$ cat src/rtl/ucie_ctl_rx_credit_ctrl_pkg.sv
// Shared UCIe controller definitions: RDI state-request encodings and the
// 2-bit credit-controller state, used by the RX FSM and the TX credit consumer.
`ifndef NBYTES
`define NBYTES 64
`endif

package ucie_ctl_rx_credit_ctrl_pkg;

   localparam logic [3:0] REQ_RESET     = 4'b0000;
   localparam logic [3:0] REQ_ACTIVE    = 4'b0001;
   localparam logic [3:0] REQ_LINKRESET = 4'b1001;
   localparam logic [3:0] REQ_LINKERROR = 4'b1010;
   localparam logic [3:0] REQ_RETRAIN   = 4'b1011;

   typedef enum logic [1:0] {
      ST_IDLE   = 2'd0,
      ST_ACTIVE = 2'd1,
      ST_DRAIN  = 2'd2,
      ST_ERROR  = 2'd3
   } ctl_state_e;

endpackage

$ cat src/rtl/ucie_ctl_rx_credit_pacer.sv
// Holds credits freed by FDI drains and returns them in paced chunks of at
// most RET_MAX, with at least RET_GAP idle cycles between return pulses.
module ucie_ctl_rx_credit_pacer
   import ucie_ctl_rx_credit_ctrl_pkg::*;
#(
   parameter int CREDITS = 32,
   parameter int RET_MAX = 4,
   parameter int RET_GAP = 2,
   localparam int CW = $clog2(CREDITS + 1),
   localparam int RW = $clog2(RET_MAX + 1)
) (
   input  logic          i_clk,
   input  logic          i_rst,
   input  logic          i_clear,
   input  logic          i_load,
   input  logic          i_run,
   input  logic          i_enable,
   input  logic          i_drain,
   output logic          o_valid,
   output logic [RW-1:0] o_count,
   output logic [CW-1:0] o_pending
);

   localparam int GW = (RET_GAP > 0) ? $clog2(RET_GAP + 1) : 1;
   localparam logic [GW-1:0] GAP_W = GW'(RET_GAP);
   localparam logic [RW-1:0] RET_MAX_W = RW'(RET_MAX);

   logic [CW-1:0] pending;
   logic [GW-1:0] gap;

   // NOTE: every signal assigned in always_comb gets a default first, so no latch is inferred.
   always_comb begin
      o_valid = i_enable && (pending != '0) && (gap == '0);
      o_count = '0;
      if (o_valid)
         o_count = (int'(pending) > RET_MAX) ? RET_MAX_W : RW'(pending);
   end

   // NOTE: sequential state uses non-blocking assignments so all registers see pre-edge values.
   always_ff @(posedge i_clk) begin
      if (!i_rst || i_clear) begin
         pending <= '0;
         gap     <= '0;
      end else if (i_load) begin
         pending <= CW'(CREDITS);
         gap     <= '0;
      end else if (i_run) begin
         pending <= pending + CW'(i_drain) - CW'(o_count);
         if (o_valid)
            gap <= GAP_W;
         else if (gap != '0)
            gap <= gap - GW'(1);
      end
   end

   assign o_pending = pending;

endmodule

$ cat src/rtl/ucie_ctl_rx_credit_ctrl.sv
// RX credit controller: sequences the RX flit buffer from RDI state requests,
// tracks occupancy/outstanding credits and flags credit protocol violations.
module ucie_ctl_rx_credit_ctrl
   import ucie_ctl_rx_credit_ctrl_pkg::*;
#(
   parameter int NBYTES  = `NBYTES,
   parameter int CREDITS = 32,
   parameter int RET_MAX = 4,
   parameter int RET_GAP = 2,
   localparam int CW = $clog2(CREDITS + 1),
   localparam int RW = $clog2(RET_MAX + 1)
) (
   input  logic          i_clk,
   input  logic          i_rst,
   input  logic [3:0]    i_state_request,
   input  logic          i_rdi_pl_valid,
   input  logic          i_fdi_drain,
   output logic          o_buffer_enable,
   output logic          o_credit_return_valid,
   output logic [RW-1:0] o_credit_return_count,
   output logic [CW-1:0] o_credits_outstanding,
   output logic [CW-1:0] o_occupancy,
   output logic          o_overflow_detected,
   output logic          o_underflow_detected,
   output logic [1:0]    o_state
);

   ctl_state_e    state;
   logic [CW-1:0] occ, outs, pending;
   logic          ovf_flag, unf_flag;
   logic          counting, clear, load, ovf, unf, eff_valid, eff_drain;
   logic          ret_valid;
   logic [RW-1:0] ret_cnt;

   assign counting  = (state == ST_ACTIVE) || (state == ST_DRAIN);
   assign clear     = (i_state_request == REQ_RESET);
   assign load      = (state == ST_IDLE) && (i_state_request == REQ_ACTIVE);
   assign ovf       = counting && i_rdi_pl_valid &&
                      ((outs == '0) || ((occ == CW'(CREDITS)) && !i_fdi_drain));
   assign unf       = counting && i_fdi_drain && (occ == '0);
   // Offending operations are dropped so counters never wrap.
   assign eff_valid = counting && i_rdi_pl_valid && !ovf;
   assign eff_drain = counting && i_fdi_drain && !unf;

   ucie_ctl_rx_credit_pacer #(
      .CREDITS (CREDITS),
      .RET_MAX (RET_MAX),
      .RET_GAP (RET_GAP)
   ) u_pacer (
      .i_clk     (i_clk),
      .i_rst     (i_rst),
      .i_clear   (clear),
      .i_load    (load),
      .i_run     (counting),
      .i_enable  (state == ST_ACTIVE),
      .i_drain   (eff_drain),
      .o_valid   (ret_valid),
      .o_count   (ret_cnt),
      .o_pending (pending)
   );

   always_ff @(posedge i_clk) begin
      if (!i_rst || clear) begin
         state    <= ST_IDLE;
         occ      <= '0;
         outs     <= '0;
         ovf_flag <= 1'b0;
         unf_flag <= 1'b0;
      end else begin
         case (state)
            ST_IDLE: begin
               if (load)
                  state <= ST_ACTIVE;
            end
            ST_ACTIVE, ST_DRAIN: begin
               occ      <= occ + CW'(eff_valid) - CW'(eff_drain);
               outs     <= outs + CW'(ret_cnt) - CW'(eff_valid);
               ovf_flag <= ovf_flag | ovf;
               unf_flag <= unf_flag | unf;
               if ((i_state_request == REQ_LINKERROR) || ovf || unf)
                  state <= ST_ERROR;
               else if ((state == ST_ACTIVE) && (i_state_request == REQ_RETRAIN))
                  state <= ST_DRAIN;
               else if ((state == ST_DRAIN) && (occ == '0) &&
                        (i_state_request == REQ_ACTIVE))
                  state <= ST_ACTIVE;
            end
            default: ;
         endcase
      end
   end

   assign o_buffer_enable       = counting;
   assign o_credit_return_valid = ret_valid;
   assign o_credit_return_count = ret_cnt;
   assign o_credits_outstanding = outs;
   assign o_occupancy           = occ;
   assign o_overflow_detected   = ovf_flag;
   assign o_underflow_detected  = unf_flag;
   assign o_state               = state;

   a_bounds: assert property (@(posedge i_clk) disable iff (!i_rst)
      (int'(occ) <= CREDITS) && (int'(outs) <= CREDITS) && (int'(pending) <= CREDITS));

   a_conserve: assert property (@(posedge i_clk) disable iff (!i_rst)
      counting |-> (int'(occ) + int'(outs) + int'(pending) == CREDITS));

   a_nbytes: assert property (@(posedge i_clk) NBYTES > 0);

endmodule

$ cat config.mk
export PLATFORM = sky130hd
export DESIGN_NAME = ucie_ctl_rx_credit_ctrl
export DESIGN_NICKNAME = d
export VERILOG_FILES = /design/src/rtl/ucie_ctl_rx_credit_ctrl_pkg.sv /design/src/rtl/ucie_ctl_rx_credit_pacer.sv /design/src/rtl/ucie_ctl_rx_credit_ctrl.sv
export SDC_FILE = /design/constraint.sdc
export NUM_CORES = 1
export LEC_CHECK = 0
export CAP_MARGIN = 20
export CORE_MARGIN = 3
export CORE_UTILIZATION = 30
export CTS_CLUSTER_SIZE = 28
export DETAILED_ROUTE_END_ITERATION = 8
export PLACE_DENSITY = 0.52
export SYNTH_ARGS = -nofsm -noshare
export SYNTH_HDL_FRONTEND = slang
export SYNTH_SLANG_ARGS = --single-unit
$ cat constraint.sdc
create_clock -name i_clk -period 2.9 [get_ports i_clk]
set_clock_uncertainty 0.05 [all_clocks]
set_input_delay 0.435 -clock i_clk [delete_from_list [all_inputs] [get_ports i_clk]]
set_output_delay 0.435 -clock i_clk [all_outputs]
set_load 0.02 [all_outputs]
* After elaboration in Yosys (flattened, before gate mapping)
Index checks and enable logic that the tools add are counted.
** Word-level totals
- Flip-flop bits (word level) :: 24
- Latch bits :: 0
- Bits in writable memories :: 0
- Bits in read-only memories :: 0
- Input port bits :: 8
- Output and inout port bits :: 21
- Word-level logic and storage cells :: 73
- Memories :: 0
** Cells by class
- Add/subtract/negate cells :: 7
- Multipliers :: 0
- Div/mod/pow operators :: 0
- Magnitude comparators :: 1
- Equality and inequality tests :: 8
- Shift operators :: 0
- Muxes and demuxes :: 11
- Bitwise operators :: 2
- Reduce and logical (&&, ||, !) cells :: 36
** Operators by type and width (number)
- $logic_and 1x1->1 :: 13
- $add 6x1->6 :: 2
- $logic_not 6->1 :: 2
- $mux 2 :: 6
- $mux 6 :: 2
- $sub 6x1->6 :: 2
- $eq 4x4->1 const B :: 2
- $reduce_bool 2->1 :: 4
- $add 6x3->6 :: 1
- $eq 6x6->1 const B :: 1
- $gt 6x3->1 const B :: 1
- $mux 3 :: 2
- $reduce_bool 6->1 :: 1
- $sub 6x3->6 :: 1
- $logic_or 1x1->1 :: 5
- $eq 4x1->1 const B :: 1
- $logic_not 1->1 :: 4
- $logic_not 2->1 :: 2
- $logic_not 4->1 :: 1
- $ne 4x4->1 const B :: 1
- $pmux 2 s2 :: 1
- $reduce_or 2->1 :: 2
- $reduce_and 3->1 :: 1
- $eq 2x1->1 const B :: 1
- 5 further kinds :: 6

* Logic depth before layout (Yosys ltp)
Gate-level depths: netlist (run 1).
- Depth after elaboration :: 10
- Depth in mapped cells :: 16

* Cells and area by module
Synthesis (run 1) repeated with hierarchy kept, for this count alone.
** Unflattened totals
- Cell total of the unflattened synthesis :: 246
- Area total of the unflattened synthesis :: 1999.4 µm²
** By module, submodules not included
- ucie_ctl_rx_credit_ctrl :: instances 1, cells an instance 160, area each 1307.5 µm², sequential area each 320.3 µm²
- ucie_ctl_rx_credit_pacer :: instances 1, cells an instance 86, area each 691.9 µm², sequential area each 160.2 µm²

* Worst setup path before layout (run 1)
Ideal clock, no wire load.
- Path type :: register to register
- Start point :: register u_pacer.pending[4] (netlist: u_pacer.o_pending[4])
- End point :: register u_pacer.pending[4] (netlist: u_pacer.o_pending[4])
- Library setup time :: 0.070 ns
- Arrival :: 3.236 ns
- Slack :: -0.456 ns
- Stages on the path, launching flop included :: 17
- Buffers on the path :: 0
- Period minus slack after synthesis :: 3.356 ns
- Cells stage by stage :: dfxtp_1 > inv_1 > ha_1 > or3b_1 > mux2i_1 > a2bb2oi_1 > nor3_1 > ha_1 > inv_1 > ha_1 > inv_1 > fa_1 > nor2b_1 > o21a_1 > nor3_1 > nand3b_1 > a21oi_1
** Between the ends
- Cells in the longest elaborated chain, start to end :: 5
** RTL lines
- from (decl) :: line ucie_ctl_rx_credit_pacer.sv:28 : logic [CW-1:0] pending;
- from (signal assigned) :: line ucie_ctl_rx_credit_pacer.sv:45 : pending <= CW'(CREDITS);
- from (signal assigned) :: line ucie_ctl_rx_credit_pacer.sv:48 : pending <= pending + CW'(i_drain) - CW'(o_count);
- parallel branches: the longest is 3 deep, another holds $gt 6x3->1
- $mux 3 * :: line ucie_ctl_rx_credit_pacer.sv:35 : if (o_valid)
- named net o_credit_return_count[0] :: line ucie_ctl_rx_credit_ctrl.sv:20 : output logic [RW-1:0] o_credit_return_count,
- $sub 6x3->6 * :: line ucie_ctl_rx_credit_pacer.sv:48
Mark *: on every way through the listed nets, which the timed path passes.
A chain may end at the register's enable or synchronous reset.

* Worst setup path after layout (run 1)
- Start point :: register u_pacer.pending[4] (netlist: u_pacer.o_pending[4])
- End point :: register u_pacer.pending[4] (netlist: u_pacer.o_pending[4])
** Between the ends
- Cells in the longest elaborated chain, start to end :: 5
** RTL lines (line)
- parallel branches: the longest is 4 deep, another holds $gt 6x3->1
- $sub 6x3->6 * :: ucie_ctl_rx_credit_pacer.sv:48
Mark *: on every way between the ends.

==> results of run 1 <==
==> sequential cells by signal (all words and copies together) (netlist names) <==
signal and count:
u_pacer.o_pending 6, o_overflow_detected 1, o_credits_outstanding 6, o_underflow_detected 1, o_state 2, u_pacer.gap 2, o_occupancy 6
==> Yosys cell counts (2+ instances only) <==
library cell | number | area share, %
a211oi_1 | 7 | 2.7
a21o_1 | 3 | 1.1
a21oi_1 | 12 | 3.0
a31oi_1 | 3 | 0.95
buf_2 | 3 | 0.76
clkbuf_1 | 2 | 0.38
dfxtp_1 | 24 | 24
fa_1 | 3 | 3.0
ha_1 | 33 | 21
inv_1 | 43 | 8.2
mux2i_1 | 9 | 4.6
nand2_1 | 9 | 1.7
nand2b_1 | 3 | 0.95
nand3_1 | 4 | 1.0
nand3b_1 | 4 | 1.5
nor2_1 | 24 | 4.6
nor2b_1 | 2 | 0.63
nor3_1 | 3 | 0.76
nor3b_1 | 2 | 0.76
o21a_1 | 2 | 0.76
o21ai_0 | 12 | 3.0
o21ai_1 | 2 | 0.51
o21bai_1 | 3 | 1.1
o31a_1 | 2 | 0.89
or3_1 | 3 | 0.95
xnor2_1 | 6 | 2.7
xor2_1 | 2 | 0.89
==> layout make-up <==
type	instances	share of cell area (%)
Multi-Input combinational cell	169	51.02
Timing Repair Buffer	61	19.36
Sequential cell	24	17.72
Inverter	43	5.877
Tap cell	75	3.417
Clock buffer	3	1.503
Clock inverter	1	1.093
==> power breakdown <==
part           total (mW)  internal, mW  switching (mW)  leakage [nW]
combinational       0.677         0.346           0.331         0.928
clock               0.306         0.185           0.121        0.0357
sequential          0.388         0.361          0.0270         0.197
total                1.37         0.892           0.479          1.16
==> stage by stage <==
stage          TNS [ps]  util (%)  setup slack (ps)
2_1_floorplan    -125.7         -            -90.91
3_3_place_gp     -604.9     42.10            -138.3
3_5_place_dp     -775.4     42.10            -190.5
4_1_cts          -246.4     44.06            -116.3
5_1_grt           -1672     44.80            -312.7
6_report         -320.1     44.80            -123.0
==> worst min path at each step <==
stage,from,end,slack [ps],cells after the start
after floorplan,u_pacer.o_pending[4],u_pacer.o_pending[4],400,2
after global placement,o_underflow_detected,o_underflow_detected,380,2
after detailed placement,o_underflow_detected,o_underflow_detected,390,2
after CTS,o_underflow_detected,o_underflow_detected,400,2
after global routing,o_underflow_detected,o_underflow_detected,430,2
final,o_underflow_detected,o_underflow_detected,400,2
==> kinds of logic after synthesis <==
logic type / share of synthesized area (%)
and+or+nand+nor: 16.18
DFF: 24.37
muxes: 4.569
xor gates and xnor gates: 3.553
buffers and inverters: 9.327
AOI/OAI and AO/OA: 18.02
adders and majority gates: 23.99
==> worst register-to-register path, stage by stage (launching register included) <==
cell and delay [ps]:
dfxtp_2 330, inv_2 70, ha_4 130, or3b_4 370, mux2i_1 190, a2bb2oi_2 90
buf_4 140, nor3_4 130, ha_1 250, inv_1 60, ha_2 180, inv_2 40
fa_2 350, nor2b_2 110, o21a_1 140, nor3_2 40, nand3b_1 170, a21oi_2 130
==> per-layer routing <==
layer | GRT usage (%) | part of all wire, %
met5 | 0 | 0
met4 | 1.700 | 0.48
met3 | 3.406 | 5.2
met2 | 20.36 | 43
met1 | 18.84 | 51
==> timing repair <==
action	4_1_cts	5_1_grt
pin swaps	5	5
gates resized for setup	19	9
hold buffers	0	0
buffers inserted	1	2
endpoints found under the setup margin	11	12
==> results.ini, run 1 <==
[run_status]
status = finished, violations left
violations = negative setup slack

[global_route]
grt_pass1_wl_um = 8010
grtUsageTotal_pct = 13.17
overflow = 0
grt_max_degree = 29
grt_pass1_vias = 1746
antenna_found_initial = 0

[sta]
fmaxAchievable_mhz = 330.8
finalCritPeriodShare_pct = 104.2
worst_slack_ps = -123.0
whs_ps = 401.0
rsz0062_at_grt = true
maxSlewViolCount = 0
tightest_slew_ps = 330.7
slew_headroom_pct = 77.90
setup_violations = 3
min_period_ps = 3023
hold_violations = 0

[synthesis]
synth_edf_count = 0
postSynth.asyncResetShare_pct = 0
synth.distinct_cells = 43
syn-cell-area_um2 = 1972
synth_seq_cells = 24
syn_nets = 285
yosys_warnings = 0
synthCells = 241
synth-seq-area-share_pct = 24.37
avgSynthCellArea_um2 = 8.182
synthFlopType = dfxtp_1

[worst_setup_path]
crit_chain = inv_2 > ha_4 > or3b_4 > mux2i_1 > a2bb2oi_2 > buf_4 > nor3_4 > ha_1 > inv_1 > ha_2 > inv_2 > fa_2 > nor2b_2 > o21a_1 > nor3_2 > nand3b_1 > a21oi_2
ff2ff_setup_slack_ps = -120
r2r-end = u_pacer.o_pending[4]
startpoint_type = flip-flop
cp_slowest_cell = or3b_4
reg2reg_from = u_pacer.o_pending[4]
endpoint_kind = flip-flop
path_max_fanout = 2
path_common_cell = inv_2
worstPathArrival_ps = 3180
cpLargestDelayFamily = adder cells
cp.required_ps = 3060
crit_cells = 17
worstSetupStartpoint = u_pacer.o_pending[4]
crit_type = reg2reg
cp_num_buf_inv = 4
rr_worst_depth = 17
crit_end = u_pacer.o_pending[4]
max_stage_delay_ps = 370

[clocking]
root_buffer = clkbuf_8
clk_latency_ps = 270
path_clk_slew_ps = 90
cts_sinks = 24
cts_tree = built
numCtsBuffers = 3
clock_path_buffers = 2
h-tree-depth = 1

[floorplan]
die_x_um = 87.08
die_h_um = 87.08
start_util_pct = 32.16
ioPinCount = 29
coreArea_um2 = 6131
num_rows = 28
dieArea_um2 = 7582

[layout]
fill_cells = 610
fin_area_um2 = 2746
layout_commonest_cell = inv_1
drive_gt1_share_pct = 22.26
multi_input_area_um2 = 1401
layoutNonFillerInstCount = 376
n_antenna_cell = 0
fin_nets = 346
mostFrequentLayoutCells = inv_1, buf_4, ha_1
regArea_um2 = 486.7
area_delta_synth_final_pct = 39.28

[routing]
routedWlPerCell_um = 12.14
vias = 1745
ant_nets = 0
via_per_inst = 4.641
drt_wl_total_um = 4564
drt-initial-drc-count = 45
route.detailed.drc = 0
first_pass_iters = 4

[worst_hold_path]
min-delay-path-class = reg2reg

[power_and_ir_drop]
powerDensity_nw_per_um2 = 499.2
p_leak_nw = 1.161
power_mw = 1.371
peakVddDrop_v = 0.0002356

[flow_run]
cap_violations = 0

[placement]
dp_hpwl_um = 3575
dp_cells = 369
placed_area_um2 = 2581
port_buffers = 28
routabilityCongestion = 0.7639

Note: power is estimated with default switching activity, not from simulation.
==> run 2: changes to the inputs <==
--- a/config.mk
+++ b/config.mk
@@ -10,6 +10,7 @@
 export CORE_UTILIZATION = 30
 export CTS_CLUSTER_SIZE = 28
 export DETAILED_ROUTE_END_ITERATION = 8
+export MAX_ROUTING_LAYER = met4
 export PLACE_DENSITY = 0.52
 export SYNTH_ARGS = -nofsm -noshare
 export SYNTH_HDL_FRONTEND = slang
==> run 2 against run 1 <==
Compared with the run above: via count down 0.17%; first-iteration DRC count is the same; worst hold slack hardly changed; clock power about the same; design area is the same; the flow still finishes with violations (negative setup slack); final cell count unchanged; combinational power barely moved; clock-buffer cell count stayed put; sequential power barely moved; maximum frequency barely moved; largest power group unchanged; critical path depth is the same.
==> results.ini, run 2 (same netlist as run 1, synthesis figures left out) <==
[run_status]
status = finished, violations left  ; unchanged
violations = negative setup slack  ; unchanged

[sta]
finalCritPeriodShare_pct = 104.2  ; about the same
fmaxAchievable_mhz = 330.8  ; about the same
rsz0062_at_grt = true  ; unchanged
maxSlewViolCount = 0  ; unchanged
worst_slack_ps = -122.9  ; was -123.0 ps
min_period_ps = 3023  ; about the same
fin_tns_setup_ps = -320.5  ; was -320.1 ps
hold_violations = 0  ; unchanged
setup_violations = 3  ; unchanged
tightest_slew_ps = 338.4  ; was 330.7 ps
slew_headroom_pct = 77.38  ; was 77.90%

[worst_hold_path]
min_from = o_underflow_detected  ; unchanged
holdPathStages = 2  ; unchanged
min-delay-path-class = reg2reg  ; unchanged
whs_endpoint = o_underflow_detected  ; unchanged

[floorplan]
dieArea_um2 = 7582  ; unchanged
ioPinCount = 29  ; unchanged
start_util_pct = 32.16  ; unchanged
coreArea_um2 = 6131  ; unchanged
num_rows = 28  ; unchanged
die_h_um = 87.08  ; unchanged
die_x_um = 87.08  ; unchanged

[routing]
vias = 1742  ; was 1745
drt_wl_total_um = 4568  ; was 4564 um
route.detailed.drc = 0  ; unchanged
first_pass_iters = 4  ; unchanged
ant_nets = 0  ; unchanged
routedWlPerCell_um = 12.15  ; was 12.14 um
via_per_inst = 4.633  ; was 4.641
drt-initial-drc-count = 45  ; unchanged

[worst_setup_path]
startpoint_type = flip-flop  ; unchanged
path_common_cell = inv_2  ; unchanged
cp_slowest_cell = or3b_4  ; unchanged
crit_type = reg2reg  ; unchanged
worstPathArrival_ps = 3180  ; about the same
cpLargestDelayFamily = adder cells  ; unchanged
endpoint_kind = flip-flop  ; unchanged
rr_worst_depth = 17  ; unchanged
max_stage_delay_ps = 370  ; about the same
r2r-end = u_pacer.o_pending[4]  ; unchanged
ff2ff_setup_slack_ps = -120  ; about the same
cp.required_ps = 3060  ; about the same
path_max_fanout = 2  ; unchanged
crit_chain = inv_2 > ha_4 > or3b_4 > mux2i_1 > a2bb2oi_2 > buf_4 > nor3_4 > ha_1 > inv_1 > ha_2 > inv_2 > fa_2 > nor2b_2 > o21a_1 > nor3_2 > nand3b_1 > a21oi_2  ; unchanged
reg2reg_from = u_pacer.o_pending[4]  ; unchanged
cp_num_buf_inv = 4  ; unchanged

[global_route]
grtUsageTotal_pct = 13.59  ; was 13.17%
overflow = 0  ; unchanged
grt_max_degree = 29  ; unchanged
grt_pass1_wl_um = 8017  ; was 8010 um
grt_pass1_vias = 1738  ; was 1746
antenna_found_initial = 0  ; unchanged

[clocking]
h-tree-depth = 1  ; unchanged
cts_sinks = 24  ; unchanged
numCtsBuffers = 3  ; unchanged
cts_tree = built  ; unchanged
root_buffer = clkbuf_8  ; unchanged
clock_path_buffers = 2  ; unchanged
path_clk_slew_ps = 90  ; about the same
clk_latency_ps = 270  ; about the same

[power_and_ir_drop]
p_leak_nw = 1.161  ; unchanged
peakVddDrop_v = 0.0002358  ; was 0.0002356 V
powerDensity_nw_per_um2 = 499.5  ; was 499.2 nW/um2
power_mw = 1.372  ; was 1.371 mW

[flow_run]
cap_violations = 0  ; unchanged

[layout]
n_antenna_cell = 0  ; unchanged
area_delta_synth_final_pct = 39.28  ; unchanged
drive_gt1_share_pct = 22.26  ; unchanged
fin_nets = 346  ; unchanged
layout_commonest_cell = inv_1  ; unchanged
mostFrequentLayoutCells = inv_1, buf_4, ha_1  ; unchanged

[placement]
dp_hpwl_um = 3575  ; unchanged
post-place-ws_ps = -190.5  ; unchanged
port_buffers = 28  ; unchanged
routabilityCongestion = 0.7741  ; was 0.7639

-- run 2: worst max path at each step --
stage	from	endpoint	slack (ps)	cells after the start
floorplan	u_pacer.o_pending[4]	u_pacer.o_pending[4]	-90	16
global placement	u_pacer.o_pending[4]	u_pacer.o_pending[4]	-140	17
detailed placement	u_pacer.o_pending[5]	u_pacer.o_pending[5]	-190	14
CTS	u_pacer.o_pending[4]	u_pacer.o_pending[4]	-120	17
global route	u_pacer.o_pending[4]	u_pacer.o_pending[4]	-310	17
finish	u_pacer.o_pending[4]	u_pacer.o_pending[4]	-120	17
-- run 2: stage by stage --
stage               utilization [%]  hold WS [ps]  cells  cell area (um2)
floorplan                         -         395.5    241             2007
global placement              42.10         383.0    369             2581
finish                        44.80         401.3    376             2746
CTS                           44.06         404.5    374             2701
global route                  44.80         434.5    376             2746
detailed placement            42.10         391.1    369             2581
-- run 2: power breakdown --
group	total, mW	leakage [nW]	internal (mW)	switching [mW]
registers	0.388	0.197	0.361	0.0269
logic	0.678	0.928	0.346	0.331
clock network	0.306	0.0357	0.185	0.122
total	1.37	1.16	0.892	0.480
-- run 2: final cells by class --
class,count,area [um2]
Clock buffer,3,41.29
Timing Repair Buffer,61,531.8
Fill cell,610,3385
Tap cell,75,93.84
Sequential cell,24,486.7
Inverter,43,161.4
Multi-Input combinational cell,169,1401
Clock inverter,1,30.03
-- run 2: what timing repair did --
item | in CTS | in global routing
pin swaps | 5 | 5
hold buffers | 0 | 0
buffers inserted | 1 | 2
gates resized for setup | 19 | 9
setup endpoints to repair | 11 | 12
-- run 2: metal layers --
metal | GRT usage, % | up-vias | wire, um
met5 | - | - | 0
met4 | 1.700 | 0 | 25
met3 | 2.838 | 2 | 151
met2 | 20.29 | 25 | 1970
met1 | 19.36 | 776 | 2421
li1 | - | 939 | -
-- run 2: tightest hold or removal path, stage by stage, from the launching register on --
cell     delay, ps
dfxtp_1        320
inv_1           50
a21oi_1         50
==> run 3: changes to the inputs <==
--- a/config.mk
+++ b/config.mk
@@ -5,12 +5,12 @@
 export SDC_FILE = /design/constraint.sdc
 export NUM_CORES = 1
 export LEC_CHECK = 0
+export ABC_CLOCK_PERIOD_IN_PS = 2900
 export CAP_MARGIN = 20
 export CORE_MARGIN = 3
 export CORE_UTILIZATION = 30
 export CTS_CLUSTER_SIZE = 28
 export DETAILED_ROUTE_END_ITERATION = 8
-export MAX_ROUTING_LAYER = met4
 export PLACE_DENSITY = 0.52
 export SYNTH_ARGS = -nofsm -noshare
 export SYNTH_HDL_FRONTEND = slang
==> results of run 3 <==
The final DEF is identical to that of run 1; final timing and power are the same.
